`src/rtl/eth_pkg.sv`:
```
// Shared constants and types for the Ethernet RX frame parser.
package eth_pkg;

    localparam int          ETH_HDR_LEN   = 14;
    localparam int          ETH_FCS_LEN   = 4;
    localparam logic [47:0] ETH_BCAST_MAC = 48'hFFFF_FFFF_FFFF;

    localparam logic [31:0] CRC32_POLY    = 32'hEDB8_8320;
    localparam logic [31:0] CRC32_INIT    = 32'hFFFF_FFFF;
    localparam logic [31:0] CRC32_RESIDUE = 32'hDEBB_20E3;

    typedef enum logic [1:0] {
        IDLE,
        HEADER,
        PAYLOAD,
        DROP
    } rx_parse_state_t;

endpackage

```
`src/rtl/eth_crc32_d8.sv`:
```
// Combinational reflected CRC-32 next state for one byte (LSB first).
// Compiled only when ETH_RX_FCS_CHECK_EN is defined, since nothing else uses it.
`ifdef ETH_RX_FCS_CHECK_EN
module eth_crc32_d8
    import eth_pkg::*;
(
    input  logic [31:0] crc_i,
    input  logic [7:0]  data_i,
    output logic [31:0] crc_o
);

    always_comb begin
        crc_o = crc_i ^ {24'h0, data_i};
        for (int i = 0; i < 8; i++) begin
            crc_o = crc_o[0] ? ((crc_o >> 1) ^ CRC32_POLY) : (crc_o >> 1);
        end
    end

endmodule
`endif

```
`src/rtl/eth_rx_frame_parser.sv`:
```
// Ethernet RX header capture, DA filter and FCS-stripping payload stream.
// Define ETH_RX_FCS_CHECK_EN to flag FCS errors in tuser on the tlast beat.
module eth_rx_frame_parser
    import eth_pkg::*;
#(
    parameter logic [47:0] LOCAL_MAC     = 48'h02_00_00_00_00_01,
    parameter bit          ADDR_FILTER   = 1'b1,
    parameter int unsigned MAX_FRAME_LEN = 1518
) (
    input  logic        aclk,
    input  logic        areset,
    input  logic [7:0]  data_in,
    input  logic        data_valid,
    input  logic        preamble_sfd_valid,
    output logic [47:0] dst_mac,
    output logic [47:0] src_mac,
    output logic [15:0] eth_type,
    output logic        hdr_valid,
    output logic [7:0]  m_axis_tdata,
    output logic        m_axis_tvalid,
    output logic        m_axis_tlast,
    output logic        m_axis_tuser,
    output logic        frame_err
);

    localparam logic [10:0] MAX_CNT  = 11'(MAX_FRAME_LEN);
    localparam logic [10:0] HDR_LAST = 11'(ETH_HDR_LEN - 1);
    localparam logic [2:0]  OCC_FULL = 3'(ETH_FCS_LEN + 1);

    rx_parse_state_t  state_q;
    logic [10:0]      byte_cnt_q;
    logic [4:0][7:0]  dly_q;
    logic [2:0]       occ_q;
    logic             s4_full;
    logic             accept;
    logic             fcs_bad;

    assign s4_full = (occ_q == OCC_FULL);
    assign accept  = !ADDR_FILTER || (dst_mac == LOCAL_MAC) || (dst_mac == ETH_BCAST_MAC);

`ifdef ETH_RX_FCS_CHECK_EN
    logic [31:0] crc_q, crc_d, crc_seed;

    // A new frame always restarts from INIT on its DA0 byte.
    assign crc_seed = (state_q == IDLE) ? CRC32_INIT : crc_q;
    assign fcs_bad  = (crc_q != CRC32_RESIDUE);

    eth_crc32_d8 u_crc (
        .crc_i  (crc_seed),
        .data_i (data_in),
        .crc_o  (crc_d)
    );

    always_ff @(posedge aclk) begin
        if (areset) begin
            crc_q <= CRC32_INIT;
        end else if (data_valid) begin
            crc_q <= crc_d;
        end
    end
`else
    assign fcs_bad = 1'b0;
`endif

    always_ff @(posedge aclk) begin
        if (areset) begin
            state_q       <= IDLE;
            byte_cnt_q    <= '0;
            dly_q         <= '0;
            occ_q         <= '0;
            dst_mac       <= '0;
            src_mac       <= '0;
            eth_type      <= '0;
            hdr_valid     <= 1'b0;
            m_axis_tdata  <= '0;
            m_axis_tvalid <= 1'b0;
            m_axis_tlast  <= 1'b0;
            m_axis_tuser  <= 1'b0;
            frame_err     <= 1'b0;
        end else begin
            hdr_valid     <= 1'b0;
            m_axis_tvalid <= 1'b0;
            m_axis_tlast  <= 1'b0;
            m_axis_tuser  <= 1'b0;
            frame_err     <= 1'b0;
            case (state_q)
                IDLE: begin
                    if (preamble_sfd_valid && data_valid) begin
                        dst_mac    <= {dst_mac[39:0], data_in};
                        byte_cnt_q <= 11'd1;
                        state_q    <= HEADER;
                    end
                end
                HEADER: begin
                    if (!data_valid) begin
                        frame_err <= 1'b1;
                        state_q   <= IDLE;
                    end else begin
                        byte_cnt_q <= byte_cnt_q + 11'd1;
                        if (byte_cnt_q < 11'd6)       dst_mac  <= {dst_mac[39:0], data_in};
                        else if (byte_cnt_q < 11'd12) src_mac  <= {src_mac[39:0], data_in};
                        else                          eth_type <= {eth_type[7:0], data_in};
                        if (byte_cnt_q == HDR_LAST) begin
                            occ_q <= '0;
                            if (accept) begin
                                hdr_valid <= 1'b1;
                                state_q   <= PAYLOAD;
                            end else begin
                                state_q   <= DROP;
                            end
                        end
                    end
                end
                PAYLOAD: begin
                    // s4 holds the oldest byte; s0..s3 are always the trailing FCS candidates.
                    if (!data_valid) begin
                        if (s4_full) begin
                            m_axis_tvalid <= 1'b1;
                            m_axis_tlast  <= 1'b1;
                            m_axis_tuser  <= fcs_bad;
                            m_axis_tdata  <= dly_q[4];
                        end else begin
                            frame_err <= 1'b1;
                        end
                        state_q <= IDLE;
                    end else if (byte_cnt_q == MAX_CNT) begin
                        if (s4_full) begin
                            m_axis_tvalid <= 1'b1;
                            m_axis_tlast  <= 1'b1;
                            m_axis_tuser  <= 1'b1;
                            m_axis_tdata  <= dly_q[4];
                        end else begin
                            frame_err <= 1'b1;
                        end
                        state_q <= DROP;
                    end else begin
                        byte_cnt_q <= byte_cnt_q + 11'd1;
                        dly_q      <= {dly_q[3:0], data_in};
                        if (!s4_full) occ_q <= occ_q + 3'd1;
                        if (s4_full) begin
                            m_axis_tvalid <= 1'b1;
                            m_axis_tdata  <= dly_q[4];
                        end
                    end
                end
                DROP: begin
                    if (!data_valid) state_q <= IDLE;
                end
                default: state_q <= IDLE;
            endcase
        end
    end

endmodule

```
`config.mk`:
```
export PLATFORM = sky130hd
export DESIGN_NAME = eth_rx_frame_parser
export DESIGN_NICKNAME = d
export VERILOG_FILES = /design/src/rtl/eth_pkg.sv /design/src/rtl/eth_crc32_d8.sv /design/src/rtl/eth_rx_frame_parser.sv
export SDC_FILE = /design/constraint.sdc
export NUM_CORES = 1
export LEC_CHECK = 0
export ABC_CLOCK_PERIOD_IN_PS = 2200
export BUFFER_PORTS_ARGS = -buffer_cell sky130_fd_sc_hd__buf_2
export CORE_AREA = 3 3 157 159
export DETAILED_ROUTE_END_ITERATION = 10
export DIE_AREA = 0 0 160 162
export SYNTH_ARGS = -nofsm -noshare
export SYNTH_HDL_FRONTEND = slang
export SYNTH_SLANG_ARGS = --single-unit
```
`constraint.sdc`:
```
create_clock -name aclk -period 2.2 [get_ports aclk]
set_clock_uncertainty 0.15 [all_clocks]
set_input_delay 0.22 -clock aclk [delete_from_list [all_inputs] [get_ports aclk]]
set_output_delay 0.22 -clock aclk [all_outputs]
set_load 0.05 [all_outputs]
```
==> results_dict.tcl <==
set metrics [dict create \
    syn-num-nets 853 \
    synth_seq_area_share_pct 51.7 \
    peakVddDrop_v 0.000499 \
    hold_slack_ns 0.0419 \
    worst_path_largest_cell_delay_ns 0.52 \
    antenna_cells 0 \
    hold_viol_final 0 \
    crit_arrival_ns 2.34 \
    synth.area.top_cells "dfxtp_1 52%, nand2_1 13%, a21oi_1 8.9%" \
    pin_count 137 \
    clock_tree.buffer_depth 2 \
    path_cells "nor4_4, a41oi_2, or4_4, or3_1, a21oi_1" \
    setup_viol 0 \
    drc 0 \
    crit_type "reg2reg" \
    grt_util_all_layers_pct 14.2 \
    clk_pin_slew_ns 0.07 \
    die_w_um 160 \
    grt_setup_unrepaired "no" \
    overflow 0 \
    dpl_cell_area_um2 8280 \
    async_flop_share_pct 0 \
    yosys_warnings 0 \
    vias_per_cell 4.67 \
    cts_buffers 17 \
    antenna_found_initial 0 \
    cts_tree "done" \
    h-tree-depth 4 \
    gp_congestion 0.838 \
    cts_root_buf "clkbuf_16" \
    fin_crit_sh_pct 97.2 \
    tns_ns 0 \
    wl_mm 18.9 \
    dieArea_um2 25900 \
    multi_input_area_um2 3210 \
    synth.most_common_cell "nand2_1" \
    cpMaxStageDelayCell "or4_4" \
    dp_hpwl_mm 12.6 \
    status "completed" \
    synth_area_um2 7010 \
    grt_pass1_wl_mm 30.2 \
    grt_pass1_vias 5650 \
    fp-row-count 56 \
    synth_edf_count 0 \
    yosysTopAreaCell "dfxtp_1" \
    register_area_um2 3640 \
    fin_area_um2 9020 \
    path_max_fanout 4 \
    slew_headroom_pct 66.9 \
    synth_common_cells "238 x nand2_1, 181 x dfxtp_1, 125 x a21oi_1" \
    cts.sinks 181 \
    drt.antenna.violating_nets 0 \
    syn_avg_cell_area_um2 8.43 \
    layout.nets 1004 \
    placeableCoreArea_um2 23400 \
    hold_path.class "in2reg" \
    p_leak_nw 3.52 \
    yosysUniqueCellTypes 45 \
    drtIter0Drc 505 \
    cp-end-kind "flop" \
    drt-wirelength-per-cell_um 14.4 \
    vias 6132 \
    synthCells 831 \
    chipHeight_um 162 \
    area_delta_synth_final_pct 28.7 \
    critPathLaunchType "flop" \
    drv_slew 0 \
    ys.flop_type "dfxtp_1" \
    min_period_ns 2.14 \
    fillerInstances 2521 \
    crit_required_ns 2.41 \
    worst_pin_slew_ns 0.497 \
    p_per_area_nw_per_um2 778 \
    drive_gt1_share_pct 24.2 \
    post-cts-setup-buffer-count 0 \
    fmax_mhz 468 \
    max_cap_violations 0 \
    start_util_pct 29.9 \
    portBuffers 136 \
    grt_max_degree 68 \
    dr.pass1.iters 5 \
    synth-seq-cells 181 \
    clk_latency_ns 0.43 \
    synth.top_cell.area_share_pct 51.7 \
]
==> layout by cell type (no fill, tap or decap), types with 18 or more instances in the layout <==
master / count
nor4_1: 20
buf_2: 135
nand4_1: 20
a21oi_1: 124
mux2i_1: 50
nand2_1: 238
buf_4: 31
nor2_1: 60
clkbuf_16: 18
dfxtp_1: 173
==> through the flow <==
stage	setup WS (ns)	cells	total power [mW]	utilization (%)
2_1_floorplan	0.00287	831	3.85	-
3_3_place_gp	0.0555	1272	4.05	35.4
3_5_place_dp	0.0336	1272	4.05	35.4
4_1_cts	0.0109	1312	7.06	38.2
5_1_grt	0.00667	1314	7.27	38.5
6_report	0.0622	1314	7.02	38.5
==> registers in the layout, indices dropped and copies added (netlist names) <==
register / count
byte_cnt_q: 11
dly_q: 40
dst_mac: 48
eth_type: 16
frame_err: 1
hdr_valid: 1
m_axis_tdata: 8
m_axis_tlast: 1
m_axis_tuser: 1
m_axis_tvalid: 1
occ_q: 3
src_mac: 48
state_q: 2
==> power breakdown <==
part | leakage [nW] | switching, mW | internal, mW
sequential | 1.46 | 0.0412 | 3.31
clock | 0.282 | 1.37 | 1.63
combinational | 1.78 | 0.410 | 0.262
==> metal layers <==
layer	track usage (%)	part of all wire, %	vias to the layer above
li1	-	-	3131
met1	19.0	47	2848
met2	22.2	47	123
met3	3.65	4.0	30
met4	4.93	1.9	0
met5	0	0	-
==> path summary, 6_finish.rpt <==
path	depth (start not counted)	to	from	slack, ns
worst max-delay path	5	occ_q[2]$_SDFFE_PP0P_	byte_cnt_q[7]$_SDFFE_PP0P_	0.06
worst min-delay path	2	m_axis_tuser$_SDFF_PP0_	data_valid	0.04
worst max register to register	5	occ_q[2]$_SDFFE_PP0P_	byte_cnt_q[7]$_SDFFE_PP0P_	0.06
worst min register to register	2	src_mac[45]$_SDFFE_PP0P_	src_mac[45]$_SDFFE_PP0P_	0.30
==> cell families (layout without fill, tap and decap cells) <==
| logic type | Yosys count | count (layout) | share of synthesized area [%] |
|---|---|---|---|
| simple gates | 376 | 377 | 23.6 |
| fa+ha+maj | 10 | 10 | 1.79 |
| buf+inv | 61 | 224 | 3.79 |
| compound gates | 148 | 148 | 11.4 |
| mux | 50 | 50 | 7.14 |
| xor+xnor | 5 | 5 | 0.625 |
| flops | 181 | 181 | 51.7 |
==> critical path: cells and delay by family (launching register included) <==
kind               cells  cell delay (ns)
and+or+nand+nor        3             1.22
DFF                    1             0.35
AOI/OAI and AO/OA      2             0.34
==> final cells by class <==
cell class / instances / share of cell area [%]
clock buffers: 18 / 4.87
well taps: 319 / 4.43
multi-input cells: 590 / 35.6
repair buffers: 182 / 12.8
inverters: 10 / 0.472
flip-flops and latches: 181 / 40.3
clock inverters: 14 / 1.54
==> timing repair <==
item | 4_1_cts | 5_1_grt
setup endpoints to repair | 0 | 55
hold endpoints to repair | 30 | 0
resized for setup | 0 | 15
hold buffers | 8 | 0
(Power assumes the default switching activity.)
